<file path="src/rtl/amns_res_collector.sv">
// amns_res_collector: collects the N result words of the last PE, removes the
// reduced low digit with an arithmetic shift, buffers the N signed coefficients
// and drains them in index order over a valid/ready stream.
// Two sticky error flags are kept:
//  - the low digit of a captured word was not zero;
//  - result data arrived while the block was not collecting.
module amns_res_collector #(
  parameter int N = 5,
  parameter int RES_W = 48,
  parameter int SHIFT = 17,
  localparam int COEF_W = RES_W - SHIFT,
  localparam int IDX_W = (N > 1) ? $clog2(N) : 1
) (
  input  logic              clock_i,
  input  logic              reset_i,
  input  logic              start_i,
  input  logic              res_valid_i,
  input  logic [RES_W-1:0]  res_i,
  output logic              busy_o,
  output logic              coef_valid_o,
  input  logic              coef_ready_i,
  output logic [COEF_W-1:0] coef_o,
  output logic [IDX_W-1:0]  coef_idx_o,
  output logic              last_o,
  output logic              done_o,
  output logic              err_nonzero_low_o,
  output logic              err_protocol_o
);

  typedef enum logic [1:0] {
    ST_IDLE    = 2'd0,
    ST_COLLECT = 2'd1,
    ST_DRAIN   = 2'd2
  } state_t;

  localparam logic [IDX_W-1:0] LAST_IDX = IDX_W'(N - 1);

  state_t              r_state;
  logic [IDX_W-1:0]    r_wr;
  logic [IDX_W-1:0]    r_rd;
  logic [COEF_W-1:0]   r_buf [N];
  logic                r_busy;
  logic                r_valid;
  logic [COEF_W-1:0]   r_coef;
  logic [IDX_W-1:0]    r_idx;
  logic                r_last;
  logic                r_done;
  logic                r_err_nz;
  logic                r_err_proto;

  logic                w_cap;
  logic                w_low_nz;
  logic [IDX_W-1:0]    w_rd_next;

  // A word is captured only while collecting; anything else is misuse.
  assign w_cap     = (r_state == ST_COLLECT) && res_valid_i;
  assign w_low_nz  = |res_i[SHIFT-1:0];
  assign w_rd_next = r_rd + IDX_W'(1);

  // Coefficient buffer: upper bits of each captured word (arithmetic shift by
  // truncation, sign bit preserved); contents need no reset.
  always_ff @(posedge clock_i) begin
    if (w_cap) begin
      r_buf[r_wr] <= res_i[RES_W-1:SHIFT];
    end
  end

  // Control FSM with registered stream, status and error outputs.
  always_ff @(posedge clock_i or posedge reset_i) begin
    if (reset_i) begin
      r_state     <= ST_IDLE;
      r_wr        <= '0;
      r_rd        <= '0;
      r_busy      <= 1'b0;
      r_valid     <= 1'b0;
      r_coef      <= '0;
      r_idx       <= '0;
      r_last      <= 1'b0;
      r_done      <= 1'b0;
      r_err_nz    <= 1'b0;
      r_err_proto <= 1'b0;
    end else begin
      r_done <= 1'b0;
      case (r_state)
        ST_IDLE: begin
          if (start_i) begin
            r_state     <= ST_COLLECT;
            r_wr        <= '0;
            r_busy      <= 1'b1;
            r_err_nz    <= 1'b0;
            // A word arriving together with start is still misuse.
            r_err_proto <= res_valid_i;
          end else if (res_valid_i) begin
            r_err_proto <= 1'b1;
          end
        end
        ST_COLLECT: begin
          if (res_valid_i) begin
            if (w_low_nz) begin
              r_err_nz <= 1'b1;
            end
            if (r_wr == LAST_IDX) begin
              // Index 0 was written on an earlier edge since N >= 2.
              r_state <= ST_DRAIN;
              r_rd    <= '0;
              r_valid <= 1'b1;
              r_coef  <= r_buf[0];
              r_idx   <= '0;
              r_last  <= 1'b0;
            end else begin
              r_wr <= r_wr + IDX_W'(1);
            end
          end
        end
        ST_DRAIN: begin
          if (res_valid_i) begin
            r_err_proto <= 1'b1;
          end
          if (coef_ready_i) begin
            if (r_last) begin
              r_state <= ST_IDLE;
              r_busy  <= 1'b0;
              r_valid <= 1'b0;
              r_coef  <= '0;
              r_idx   <= '0;
              r_last  <= 1'b0;
              r_done  <= 1'b1;
            end else begin
              r_rd   <= w_rd_next;
              r_coef <= r_buf[w_rd_next];
              r_idx  <= w_rd_next;
              r_last <= (w_rd_next == LAST_IDX);
            end
          end
        end
        default: begin
          r_state <= ST_IDLE;
          r_busy  <= 1'b0;
          r_valid <= 1'b0;
          r_last  <= 1'b0;
        end
      endcase
    end
  end

  assign busy_o            = r_busy;
  assign coef_valid_o      = r_valid;
  assign coef_o            = r_coef;
  assign coef_idx_o        = r_idx;
  assign last_o            = r_last;
  assign done_o            = r_done;
  assign err_nonzero_low_o = r_err_nz;
  assign err_protocol_o    = r_err_proto;

endmodule

</file>
<file path="config.mk">
export PLATFORM = sky130hd
export DESIGN_NAME = amns_res_collector
export DESIGN_NICKNAME = d
export VERILOG_FILES = /design/src/rtl/amns_res_collector.sv
export SDC_FILE = /design/constraint.sdc
export NUM_CORES = 1
export LEC_CHECK = 0
export ABC_AREA = 0
export BUFFER_PORTS_ARGS = -buffer_cell sky130_fd_sc_hd__buf_2
export CAP_MARGIN = 20
export CORE_UTILIZATION = 45
export DETAILED_ROUTE_END_ITERATION = 12
export SYNTH_ARGS = -nofsm -noshare
export SYNTH_HDL_FRONTEND = slang
export SYNTH_SLANG_ARGS = --single-unit
</file>
<file path="constraint.sdc">
create_clock -name clock_i -period 8.1 [get_ports clock_i]
set_input_delay 2.025 -clock clock_i [delete_from_list [all_inputs] [get_ports clock_i]]
set_output_delay 2.025 -clock clock_i [all_outputs]
set_load 0.01 [all_outputs]
</file>
# Yosys cells after proc, flatten, opt, wreduce, memory -nomap -nowiden
# Memory sizes are Yosys's and may differ from the RTL's.
# Cells that the tools add are included.
# Widths: inputs -> output; s select.
[totals]
register_bits = 48
memories = 1
in_bits = 53
output_inout_bits = 40
elab_cells = 89
ramBits = 155
[classes]
bitwise_logic = 2
eq_ne = 12
n_reduce_logical = 14
add_sub_neg = 2
n_mux = 47
[mem_list]
columns = ["name", "depth", "word_bits", "read_ports", "rd_ports_with_merged_regs", "wr", "line", "text"]
rows = [
  ["r_buf", 5, 31, 2, 0, 1, "41", "logic [COEF_W-1:0] r_buf [N];"],
]
[ops]
columns = ["op", "n"]
rows = [
  ["$mux 31", 4],
  ["$pmux 31 s2", 1],
  ["$mux 3", 9],
  ["$reduce_and 4->1", 5],
  ["$mux 1", 19],
  ["$pmux 3 s2", 3],
  ["$reduce_or 17->1", 1],
  ["$reduce_and 5->1", 3],
  ["$ne 2x2->1 const B", 7],
  ["$mux 2", 5],
  ["$pmux 1 s3", 3],
  ["$add 3x1->3 const B", 2],
  ["$eq 3x3->1 const B", 2],
  ["$pmux 2 s3", 1],
  ["$reduce_bool 2->1", 3],
  ["$pmux 1 s2", 2],
  ["$eq 2x1->1 const B", 1],
  ["$eq 2x2->1 const B", 1],
  ["$logic_not 2->1", 1],
  ["$ne 2x1->1 const B", 1],
  ["$not 1->1", 2],
  ["$logic_and 1x1->1", 1],
]

# Logic depth before layout (Yosys ltp)
# Gate-level depths: netlist (run 1).
[depth]
ltp_word = 5
depth_mapped = 9

# Least setup slack after synthesis (run 1)
# Ideal clock, no wire load.
[synth_timing]
path_kind = "input to register"
startpoint = "input port res_valid_i"
endpoint = "memory r_buf[4][0] (netlist bit), enable pin"
n_path_buf = 0
t_arrival_ns = 5.438
path_slack_ns = 2.154
t_required_ns = 7.592
cell_stages = 2
path_cell_list = "nand2_1 -> nor4b_1"
[synth_between]
elab_chain_len = 3
[synth_rtl]
columns = ["item", "line", "text"]
rows = [
  ["from (decl)", "17", "input logic res_valid_i,"],
  ["$logic_and 1x1->1", "56", "assign w_cap = (r_state == ST_COLLECT) && res_valid_i;"],
  ["$mux 1", "63", "if (w_cap) begin"],
  ["$mux 1 (implied by the code)", "64", "r_buf[r_wr] <= res_i[RES_W-1:SHIFT];"],
  ["to (decl)", "41", ""],
]
# No other way between the ends.

# Worst setup path in the final report (run 1)
[layout_timing]
startpoint = "input port coef_ready_i"
endpoint = "register r_rd[1]"
[layout_between]
elab_chain_len = 2
[layout_rtl]
columns = ["item", "line", "text"]
rows = [
  ["from (decl)", "21", "input logic coef_ready_i,"],
  ["$ne 2x2->1 (no source line)", "-", ""],
  ["$reduce_and 5->1 (no source line)", "-", ""],
  ["to (signal assigned)", "129", "r_rd <= w_rd_next;"],
  ["to (decl)", "40", "logic [IDX_W-1:0] r_rd;"],
]
# No other way between the ends.
# A chain may end at the register's enable or synchronous reset.

==> results list, run 1 <==
- Of all flip-flops after synthesis, the portion carrying an async set or reset was 23.6%.
- Standard cell with the maximum stage delay on the critical path: a21bo_1
- The number of nets in the synthesized netlist is approximately 530.
* Cell count of the worst hold path: 2
- For this run, the number of Yosys warnings is 0.
- Pin count of the biggest net entering global routing: 49
- For this run, the slowest stage of the critical path takes between 800 and 900 ps.
* Total wire length after detailed routing: 17.1 mm
* Biggest fanout along the worst timing path: 21
- Across the run, the number of max-cap violations was 0.
- The area growth from synthesis to layout is 17.7%.
* Setup total negative slack: 0 ps
- Gates resized during post-CTS repair numbered 0.
- The startpoint identified for the worst register-to-register timing path is r_state[0]$_DFFE_PP0P_.
* Clock slew seen by the registers of the worst setup and hold paths: roughly 60 ps
- After clock tree synthesis, the setup repair step added 0 buffers.
* DRC marker count from the first detailed-route iteration: 362
- In this run the tool buffered the top-level ports with 92 buffer cells.
- Clk sink count: 203
- The number of max-slew violations in the final report came to 0.
- Cell types with the highest counts after synthesis: edfxtp_1 (155), nand2_1 (51), dfrtp_1 (48), nor2_1 (35), mux4_2 (31)
* Number of antenna violations at the first check in global routing: 0
* Maximum clock rate: 256 MHz
* Worst Hold End: coef_idx_o[2]$_DFFE_PP0P_
* Share of total power in combinational logic: 20.9%
* Critical path class: input port to flop
- After synthesis, the largest area contributor takes up 58.9% of total cell area.
- Design Power: around 3.0 mW
- Crit path cell chain: buf_2 -> nand3b_1 -> a21bo_1 -> buf_4 -> nand3_1 -> a21bo_2
- The synthesized design spends more area on one cell type than any other, namely edfxtp_1.
- WP data arrival: 4340 ps
- The run finished with clean final reports.
* Worst Path Required: between 8000 and 9000 ps
- 93 I/O pins were placed.
- The number of failing hold endpoints at the final stage is 0.
* Endpoint class of the critical path: flop
- Initial Util: a little under half
- Cell area after synthesis: 7900 um^2
- The setup check on the worst reg-to-reg path leaves a slack of 5140 ps.
* Power density over cell area: 327 nW/um^2
* Cell internal power dissipation: between 2 and 2.5 mW
* TritonRoute pass-1 iters: 9
* Clock latency on the worst-skew pair: 490 ps
- From left edge to right edge, the die measures 134 um.
* Clock H-tree levels: 1
- Reported net switching power: 0.851 mW
- Layout cells sized above 1: ~30%
* Worst Min Path Start: coef_idx_o[2]$_DFFE_PP0P_
* Part of the power in the clock network: 30.6%
- Clock tree root driver cell: clkbuf_16
* Final cycle utilization of the critical path: 48.3%
- Post-synth EDFFs: 155
- Part of the Yosys area used for sequential elements: about three quarters
* Via total after detailed routing: 4,477
- Seq cells post-synth: 203
- Max IR drop VDD: 0.000165 V
- Shortest period the worst path allows: 3910 ps
- Synthesis produced 476 cells.
- Between clock sinks in the finished design, the worst skew comes to 7.49 ps.
* Distinct cells, synth: 45
- Type of the worst min-delay path: flop to flop
- Drt via density: about 5.5
- For the pin with the worst max-slew slack, the measured transition is 904 ps.
* Top cells by area, synth: edfxtp_1 (59%), dfrtp_1 (15%), mux4_2 (8.8%)
- The number of global-route vias before repair is 4,648.
* Post-Synthesis Mean Instance Area: 16.6 um^2
* CP Launch Type: input port
- Net switching is between 20% and 30% of the power.
- For this design the static power due to leakage is 3.31 nW.
- Post-layout nets: 632
* Half-perimeter wire length of the detailed placement result: 9.50 mm
* Relative slew slack: 39.5%
- After floorplanning, the core was divided into between 40 and 50 placement rows.
- After detailed routing, the average wire length per cell comes to 21.0 um.
* Die extent in y: 134 um
- After global routing the overflow that remains totals 0.
- The count of nets left with antenna violations once routing finished came out at 0.
- Maximum number of buffers from clock root to sink: 3
* Number of buffers added to fix hold violations after cts: 0
- RSZ-0062 raised after global routing: false
- Fraction of power consumed by sequential logic: 48.5%
* Wire length of the first global-routing pass: 26.5 mm
- After detailed routing, the number of remaining DRC violations is 0.
- The most common cell in the synthesized netlist is edfxtp_1.
- The floorplan step defined a core boundary enclosing 17,200 um^2.
* Die footprint: 18,100 um^2
* TritonCTS Buffers: 21
* Dominant register cell in the synthesized netlist: edfxtp_1
* RR Endpoint: r_rd[1]$_DFFE_PP0P_
- Worst Reg2Reg Path Length in Cells: 5
- The congestion estimate from routability-driven global placement came to between 0.7 and 0.8.
- CTS tree: done
* Total Routing Usage GR: 19.7%
- Final setup violation count: 0
kinds of logic (layout without fill, tap and decap cells):
family / after synthesis / after routing / synth area share (%)
buf+inv: 38 / 151 / 2.42
xor+xnor: 1 / 1 / 0.111
other cells: 0 / 1 / 0
fa+ha+maj: 4 / 4 / 0.634
flops: 203 / 203 / 74.1
simple gates: 108 / 108 / 6.12
mux: 33 / 33 / 9.11
compound gates: 89 / 89 / 7.46
power groups by stage:
stage               sequential [mW]  clock, mW  combinational, mW
global placement               1.49          0              0.637
floorplan                      1.51          0              0.382
detailed placement             1.50          0              0.651
CTS                            1.48      0.942              0.653
global route                   1.50      0.985              0.707
finish                         1.48      0.929              0.636
per-layer routing:
| metal | GRT usage (%) | wire, um |
|---|---|---|
| met1 | 28.1 | 7390 |
| met2 | 32.5 | 8470 |
| met3 | 2.97 | 1010 |
| met4 | 4.49 | 221 |
| met5 | 0 | 0 |
cells in the final DEF, fill, tap and decap left out, drive strengths merged, types with 2 or more instances in the layout:
| master | synthesis | layout |
|---|---|---|
| ha | 4 | 4 |
| a21boi | 2 | 2 |
| bufinv | 0 | 2 |
| a22o | 5 | 5 |
| buf | 23 | 106 |
| nor4 | 8 | 8 |
| a221oi | 18 | 18 |
| nor2 | 35 | 35 |
| nand2b | 2 | 2 |
| inv | 8 | 8 |
| clkbuf | 7 | 28 |
| nand2 | 51 | 51 |
| clkinv | 0 | 7 |
| a21bo | 3 | 3 |
| dfrtp | 48 | 48 |
| a21oi | 21 | 21 |
| o21ai | 20 | 20 |
| a31oi | 12 | 12 |
| and3 | 2 | 2 |
| nand3b | 2 | 2 |
| mux4 | 31 | 31 |
| nor3 | 3 | 3 |
| edfxtp | 155 | 155 |
worst max-delay path: cells and delay by family:
family | cells | cell delay (ps)
compound gates | 2 | 1030
buf+inv | 2 | 520
simple gates | 2 | 760
through the flow:
step | area (um^2) | cells | utilization (%) | hold WS [ps] | setup slack (ps)
after global routing | 9290 | 814 | 53.9 | 532 | 3920
final | 9300 | 815 | 53.9 | 498 | 4190
after detailed placement | 8630 | 777 | 50.1 | 488 | 3660
after floorplan | 7900 | 476 | - | 486 | 2150
after CTS | 9290 | 814 | 53.9 | 508 | 4150
after global placement | 8620 | 776 | 50.0 | 485 | 3720
worst max path at each step:
stage	startpoint	end	slack, ps	cells past startpoint
6_report	coef_ready_i	r_rd[1]$_DFFE_PP0P_	4190	6
4_1_cts	coef_ready_i	r_rd[1]$_DFFE_PP0P_	4150	6
5_1_grt	coef_ready_i	r_rd[1]$_DFFE_PP0P_	3920	6
2_1_floorplan	res_valid_i	r_buf[4][0]$_DFFE_PP_	2150	2
3_5_place_dp	coef_ready_i	r_rd[1]$_DFFE_PP0P_	3660	6
3_3_place_gp	coef_ready_i	r_rd[1]$_DFFE_PP0P_	3720	6
final cells by class:
class,count,area (um^2)
clock inverter,9,87.6
inverter,8,30.0
clock buffer,28,572
antenna,1,2.50
sequential,203,5860
tap,225,282
timing repair buffer,106,573
fill,1411,7940
multi-input combinational,235,1890
flip-flops by register name, summed over array words and instances, names as in the netlist, 2 cells and up:
| signal | cells |
|---|---|
| r_buf | 155 |
| r_wr | 3 |
| coef_o | 31 |
| r_rd | 3 |
| r_state | 2 |
| coef_idx_o | 3 |
Power figures use the tool's default switching activity.
==> inputs of run 2 (changes only) <==
ABC_AREA = 1   (was 0)
PLACE_DENSITY = 0.66   (was unset)
clock period = 3.4 ns   (was 8.1 ns; I/O delays follow)
==> results list, run 2 <==
* Status: complete, no violations (unchanged)
- The worst IR drop on VDD is 0.000380 V (was 0.000165 V).
- Wire length of the first global-routing pass: 33.1 mm (was 26.5 mm)
- Yosys warns: 0 (unchanged)
- Top cells by area, synth: edfxtp_1 (50%), dfrtp_1 (13%), nand2_1 (9.2%) (was edfxtp_1 (59%), dfrtp_1 (15%), mux4_2 (8.8%)).
- Reported net switching power: 2.98 mW (was 0.851 mW)
* DRC marker count from the first detailed-route iteration: 303 (was 362)
* Post-synth EDFFs: 155 (unchanged)
- The number of buffers between clock root and the deepest sink is 3 (unchanged).
- The vertical die dimension came to 145 um (was 134 um).
* Dominant register cell in the synthesized netlist: edfxtp_1 (unchanged)
* Shortest period the worst path allows: 2130 ps
- The final RePlAce weighted congestion came to 0.772 (was 0.732).
* Maximum clock rate: 470 MHz
- The average instance area after synthesis came to 9.81 um^2 (was 16.6 um^2).
* Biggest fanout along the worst timing path: 19 (was 21)
- Pin count of the biggest net entering global routing: 44 (was 49)
- The layout-stage area growth over the synthesis result came to 16.1% (was 17.7%).
- The post-DP HPWL came to 12.1 mm (was 9.50 mm).
- The unique cell type count in the Yosys netlist was 31 (was 45).
- The number of setup buffers added after CTS was 0 (unchanged).
* Power density over cell area: 778 nW/um^2 (was 327 nW/um^2)
- Seq cells post-synth: 203 (unchanged)
- DRC violation count after routing: 0 (unchanged)
- The synthesized instance count came to 942 (was 476).
- The remaining max-slew budget at the tightest pin was 56.0% (was 39.5%).
- The static power due to leakage is 4.81 nW (was 3.31 nW).
- Register Area: 5860 um^2 (unchanged)
- Cell internal power dissipation: 5.37 mW (was 2.19 mW)
- The clock sink count is 203 (unchanged).
* Slew of the pin with the lowest slew margin: 659 ps (was 904 ps)
* Clock latency on the worst-skew pair: 500 ps (was 490 ps)
- Share of total power in combinational logic: 32.8% (was 20.9%)
- The global router's overall resource usage is 20.0% (was 19.7%).
- The detailed-route wire length per cell is 15.4 um (was 21.0 um).
* Most common cell after layout, fill and taps aside: nand2_1 (was edfxtp_1)
* Vias in the first global route: 6,290 (was 4,648)
- Number of placement rows: 52 (was 48)
* Port buffer count: 92 (unchanged)
* CTS tree: done (unchanged)
* Number of top-level pins: 93 (unchanged)
- CP Launch Type: flop (was input port)
- The proportion of synthesized flip-flops having asynchronous set or reset was 23.6% (unchanged).
- RSZ-0062 raised after global routing: false (unchanged).
- Part of the power in the clock network: 27.9% (was 30.6%)
- Post-layout nets: 1,095 (was 632)
* Flip-flop count of the largest register after layout: 155 (unchanged)
- The most common cell in the synthesized netlist was nand2_1 (was edfxtp_1).
- The dominant cell type by area after synthesis was edfxtp_1 (unchanged).
- The maximum level of the CTS H-tree is 1 (unchanged).
* Top cell type's share of synthesized area: 50.4% (was 58.9%)
* Layout Skew: 8.56 ps (was 7.49 ps)
* Type of the worst min-delay path: input port to async pin (was flop to flop)
* Crit path setup slack, layout: 1270 ps (was 4190 ps)
* FILL cells: 1,801 (was 1,411)
* Layout cells sized above 1: 18.9% (was 30.2%)
* Drt via density: 4.82 (was 5.49)
* Width of the die: 145 um (was 134 um)
- The final critical path takes up a little over three fifths of the cycle.
- The first-pass detailed-route iteration total was 6 (was 9).
- Commonest cells after routing, fill and taps aside: nand2_1 (226), edfxtp_1 (155), inv_1 (154) (was edfxtp_1 (155), buf_2 (92), nand2_1 (51))
- Critical path class: flop to flop (was input port to flop)
* Cell area after synthesis: 9240 um^2 (was 7900 um^2)
- The register with the highest flop count was r_buf (unchanged).
* Total gr overflow: 0 (unchanged)
* Post-Synthesis Net Count: 999 (was 533)
- The post-route antenna net violation count was 0 (unchanged).
- Clock slew seen by the registers of the worst setup and hold paths: 60 ps (about the same)
- The number of vias after detailed routing was 6,380 (was 4,477).
- The total length of routed wires was 20.4 mm (was 17.1 mm).
- Cell types with the highest counts after synthesis: nand2_1 (226), edfxtp_1 (155), inv_1 (155), nor2_1 (111), nand3_1 (96) (was edfxtp_1 (155), nand2_1 (51), dfrtp_1 (48), nor2_1 (35), mux4_2 (31))
- Maxcap violations: 0 (unchanged)
* Area of the multi-input gates: 2550 um^2 (was 1890 um^2)
- Worst Path Required: 3830 ps (was 8530 ps)
* Number of antenna violations at the first check in global routing: 0 (unchanged)
* Cells resized by post-CTS repair: 0 (unchanged)
- Fraction of power consumed by sequential logic: 39.3% (was 48.5%)
- Max Slew Vio Count: 0 (unchanged)
- The area of the die came to 21,100 um^2 (was 18,100 um^2).
- Final hold vios: 0 (unchanged)
- The minimum setup slack among reg-to-reg paths came to 1270 ps (was 5140 ps).
* Clock tree root driver cell: clkbuf_16 (unchanged)
- Part of the Yosys area used for sequential elements: 63.4% (was 74.1%)
- Standard cell core area: 20,200 um^2 (was 17,200 um^2)
* Setup total negative slack: 0 ps (unchanged)
* Switch share: 35.7% (was 28.0%)
- Number of buffers added to fix hold violations after cts: 0 (unchanged)
* Endpoint class of the critical path: flop (unchanged)
* Final setup violation count: 0 (unchanged)
* TritonCTS Buffers: 22 (was 21)
- The pre-CTS setup slack is 1110 ps (was 3660 ps).
- Initial Util: 45.8% (about the same)
- WP data arrival: 2550 ps (was 4340 ps)
==> run 2: cell count changes after synthesis, moves of 17 or more <==
cell,before,now
nand2_1,51,226
inv_1,8,155
nand3_1,1,96
nor2_1,35,111
mux4_2,31,0
a21oi_2,0,29
nand3b_1,2,30
a21oi_1,21,3
a221oi_1,18,0
clkbuf_1,6,23
==> run 2: cell families (layout without fill, tap and decap cells) <==
family          Yosys count  count (layout)  synth area share (%)
other cells               0               1                     0
fa+ha+maj                 4               4                 0.542
simple gates            482             482                  23.0
buf+inv                 210             322                  9.46
compound gates           43              43                  3.66
flops                   203             203                  63.4
==> run 2: metrics by stage <==
| stage | instance area (um^2) | power [mW] | hold WS [ps] | std cells | util (%) |
|---|---|---|---|---|---|
| 4_1_cts | 10700 | 8.43 | 443 | 1324 | 53.2 |
| 6_report | 10700 | 8.35 | 426 | 1325 | 53.2 |
| 5_1_grt | 10700 | 8.88 | 484 | 1324 | 53.2 |
| 3_5_place_dp | 10000 | 6.09 | 465 | 1284 | 49.7 |
| 3_3_place_gp | 10000 | 6.04 | 464 | 1284 | 49.7 |
| 2_1_floorplan | 9250 | 5.26 | 480 | 942 | - |
==> run 2: layout make-up <==
| class | count | share of cell area, % |
|---|---|---|
| Clock inverter | 16 | 1.24 |
| Timing Repair Buffer | 113 | 5.99 |
| Clock buffer | 24 | 5.40 |
| Multi-Input combinational cell | 529 | 23.7 |
| Sequential cell | 203 | 54.6 |
| Tap cell | 270 | 3.15 |
| Antenna cell | 1 | 0.0233 |
| Inverter | 169 | 5.91 |
==> run 2: final timing paths <==
path                            depth (start not counted)                 startpoint                         to
worst max-delay path                                    9        r_wr[0]$_DFFE_PP0P_        r_rd[2]$_DFFE_PP0P_
worst min-delay path                                    2                    reset_i     r_state[0]$_DFFE_PP0P_
worst max register to register                          9        r_wr[0]$_DFFE_PP0P_        r_rd[2]$_DFFE_PP0P_
worst min register to register                          2  coef_idx_o[2]$_DFFE_PP0P_  coef_idx_o[2]$_DFFE_PP0P_
max in group asynchronous                               3                    reset_i      coef_o[2]$_DFFE_PP0P_
min in group clock_i                                    2  coef_idx_o[2]$_DFFE_PP0P_  coef_idx_o[2]$_DFFE_PP0P_
==> run 2: routing by layer <==
| metal | global-route usage (%) | part of all wire [%] |
|---|---|---|
| met1 | 27.2 | 45 |
| met2 | 33.8 | 47 |
| met3 | 2.58 | 5.6 |
| met4 | 5.32 | 1.7 |
| met5 | 0 | 0 |
==> run 2: power groups by stage <==
stage | logic [mW] | registers (mW) | clock network (mW)
2_1_floorplan | 1.87 | 3.39 | 0
3_3_place_gp | 2.72 | 3.32 | 0
3_5_place_dp | 2.76 | 3.33 | 0
4_1_cts | 2.78 | 3.28 | 2.37
5_1_grt | 3.10 | 3.32 | 2.46
6_report | 2.74 | 3.28 | 2.33
==> run 2: worst max-delay path: stages (launching register included) <==
cell	delay [ps]
dfrtp_1	460
inv_1	200
ha_1	170
nand2_1	50
inv_1	110
nand2_4	70
a21oi_4	560
buf_12	250
nand2_1	110
o21ai_0	80
==> inputs of run 3 (changes only) <==
PLACE_DENSITY = unset   (was 0.66)
clock period = 2.1 ns   (was 3.4 ns; I/O delays follow)
==> results list, run 3 (synthesis results as in run 2) <==
- Status: complete, no violations (unchanged)
- Top reg by flops: r_buf (unchanged)
- Die extent in y: 145 um (unchanged)
* Total gr overflow: 0 (unchanged)
- CTS tree: done (unchanged)
- The final instance area was 10,900 um^2 (was 10,700 um^2).
* Total Routing Usage GR: 20.2% (was 20.0%)
- The layout-stage area growth over the synthesis result was 18.3% (was 16.1%).
* Wire length of the first global-routing pass: 33.3 mm (was 33.1 mm)
- Standard cell with the maximum stage delay on the critical path: dfrtp_1 (was a21oi_4)
* Crit path cell chain: nor2_4 -> nand2_4 -> nor4_4 -> buf_12 (was inv_1 -> ha_1 -> nand2_1 -> inv_1 -> nand2_4 -> a21oi_4 -> buf_12 -> nand2_1 -> o21ai_0)
- The minimum setup slack among reg-to-reg paths was 260 ps (was 1270 ps).
* FILL cells: 1,827 (was 1,801)
- The category of the worst setup path launch point is a flop (unchanged).
* Cell Area, Placed: 10,200 um^2 (was 10,000 um^2)
- Most common cell after layout, fill and taps aside: nand2_1 (unchanged)
* Number of buffers added to fix hold violations after cts: 0 (unchanged)
* Layout Skew: 7.49 ps (was 8.56 ps)
- Worst Reg2Reg Path Length in Cells: 4 (was 9)
- Vias in the first global route: 6,022 (was 6,290)
- The ratio of cells with drive above 1 in the final layout was 19.2% (was 18.9%).
- Number of antenna violations at the first check in global routing: 0 (unchanged)
* Final hold vios: 0 (unchanged)
* Biggest fanout along the worst timing path: 31 (was 19)
* Post-layout nets: 1,107 (was 1,095)
- The number of I/O pins was 93 (unchanged).
- The clock sink count came to 203 (unchanged).
- Drt via density: 4.77 (was 4.82)
- RSZ-0062 raised after global routing: false (unchanged)
* Critical path class: flop to flop (unchanged)
* Antenna violation net count after detailed routing: 0 (unchanged)
* # diodes: 0 (was 1)
- The number of standard cells in the layout, taps in and fillers out came to 1,336 (was 1,325).
- Shortest period the worst path allows: 1840 ps (was 2130 ps)
* Relative slew slack: 60.2% (was 56.0%)
- Clock H-tree levels: 1 (unchanged)
* Initial Util: 45.8% (unchanged)
* Crit path setup slack, layout: 257 ps (was 1270 ps)
* Post-CTS setup buffers: 0 (unchanged)
* Die footprint: 21,100 um^2 (unchanged)
* Via total after detailed routing: 6,371 (was 6,380)
* TritonRoute pass-1 iters: 5 (was 6)
- The ratio of total power to cell area came to 1250 nW/um^2 (was 778 nW/um^2).
* Standby leakage power: 4.89 nW (was 4.81 nW)
- Endpoint class of the critical path: flop (unchanged)
- The destination of the worst register-to-register timing path is r_buf[4][5]$_DFFE_PP_ (was r_rd[2]$_DFFE_PP0P_).
- TritonCTS Buffers: 23 (was 22)
- Clock slew seen by the registers of the worst setup and hold paths: 60 ps (about the same)
* Flip-flop count of the largest register after layout: 155 (unchanged)
* Pin count of the biggest net entering global routing: 53 (was 44)
- The final RePlAce weighted congestion was 0.802 (was 0.772).
* Max Slew Vio Count: 0 (unchanged)
* Slowest cell delay on critical path: 480 ps (was 560 ps)
- The setup violation total in the final timing report is 0 (unchanged).
- DRC marker count from the first detailed-route iteration: 359 (was 303)
- Maxcap violations: 0 (unchanged)
- Commonest cells after routing, fill and taps aside: nand2_1 (225), edfxtp_1 (155), inv_1 (154) (was nand2_1 (226), edfxtp_1 (155), inv_1 (154))
- Half-perimeter wire length of the detailed placement result: 12.2 mm (was 12.1 mm)
* Standard cell core area: 20,200 um^2 (unchanged)
- The final core utilization is 54.2% (was 53.2%).
* Maximum clock rate: 543 MHz (was 470 MHz)
* Final cycle utilization of the critical path: 87.8% (was 62.6%)
* Count of placed standard cells including taps: 1,295 (was 1,284)
- Max IR drop VDD: 0.000614 V (was 0.000380 V)
- Maximum number of buffers from clock root to sink: 3 (unchanged)
- DRC violation count after routing: 0 (unchanged)
- The width of the chip is 145 um (unchanged).
- Clock latency on the worst-skew pair: 500 ps (about the same)
- The worst flop-to-flop path startpoint is r_state[1]$_DFFE_PP0P_ (was r_wr[0]$_DFFE_PP0P_).
- Slew of the pin with the lowest slew margin: 597 ps (was 659 ps)
* Worst slack at placement: 265 ps (was 1110 ps)
- Worst Path Required: 2290 ps (was 3830 ps)
- The detailed-route wire length per cell came to 15.4 um (about the same).
* WP data arrival: 2030 ps (was 2550 ps)
- Cells resized by post-CTS repair: 0 (unchanged)
* Clock tree root driver cell: clkbuf_16 (unchanged)
* Port buffer count: 92 (unchanged)
- The total length of routed wires was 20.6 mm (was 20.4 mm).
- The classification of the worst-slack hold path was input port to async pin (unchanged).
- The number of rows created at floorplan was 52 (unchanged).
[run 3: cell types whose count changed in the layout (fill, tap and decap cells not counted), moves of 3 or more]
cell      change
clkbuf_1      +9
buf_4         +3
nor3_4        +4
clkinv_2      -5
nor3_2        -4
buf_12        +8
[run 3: power by group]
group | switching, mW | internal (mW) | total [mW]
clock network | 1.52 | 2.21 | 3.73
registers | 0.308 | 4.98 | 5.28
logic | 3.02 | 1.64 | 4.67
total | 4.85 | 8.84 | 13.7
[run 3: metal layers]
layer | global-route usage, % | up-vias | part of all wire [%]
met5 | 0 | - | 0
met4 | 4.32 | 0 | 1.4
met1 | 28.3 | 2987 | 47
met3 | 3.46 | 24 | 5.3
li1 | - | 3211 | -
met2 | 33.3 | 149 | 47
[run 3: critical path: cells and delay by family, from the launching register on]
| kind | cells | cell delay (ps) |
|---|---|---|
| buffers and inverters | 1 | 260 |
| DFF | 1 | 480 |
| and+or+nand+nor | 3 | 770 |
[run 3: worst max-delay path by stage]
stage                           start                     to  slack [ps]  depth (start not counted)
2_1_floorplan  r_state[0]$_DFFE_PP0P_  r_buf[4][0]$_DFFE_PP_        -260                          4
3_3_place_gp   r_state[0]$_DFFE_PP0P_  r_buf[4][4]$_DFFE_PP_         310                          5
3_5_place_dp   r_state[0]$_DFFE_PP0P_  r_buf[4][3]$_DFFE_PP_         270                          5
4_1_cts        r_state[0]$_DFFE_PP0P_  r_buf[4][0]$_DFFE_PP_         250                          5
5_1_grt        r_state[0]$_DFFE_PP0P_  r_buf[4][0]$_DFFE_PP_         170                          5
6_report       r_state[1]$_DFFE_PP0P_  r_buf[4][5]$_DFFE_PP_         260                          4
[run 3: area by class of cell]
cell class / count / area (um^2) / share of cell area, %
multi-input combinational: 529 / 2580 / 23.6
inverter: 169 / 634 / 5.80
clock inverter: 6 / 55.1 / 0.504
timing repair buffer: 124 / 826 / 7.55
tap: 270 / 338 / 3.09
clock buffer: 35 / 641 / 5.86
sequential: 203 / 5860 / 53.6
[run 3: metrics by stage]
stage	power [mW]	hold slack, ps	TNS (ps)
6_report	13.7	76.1	0
3_3_place_gp	10.0	467	0
5_1_grt	14.6	104	0
4_1_cts	13.9	85.2	0
2_1_floorplan	8.57	480	-7920
3_5_place_dp	10.1	468	0
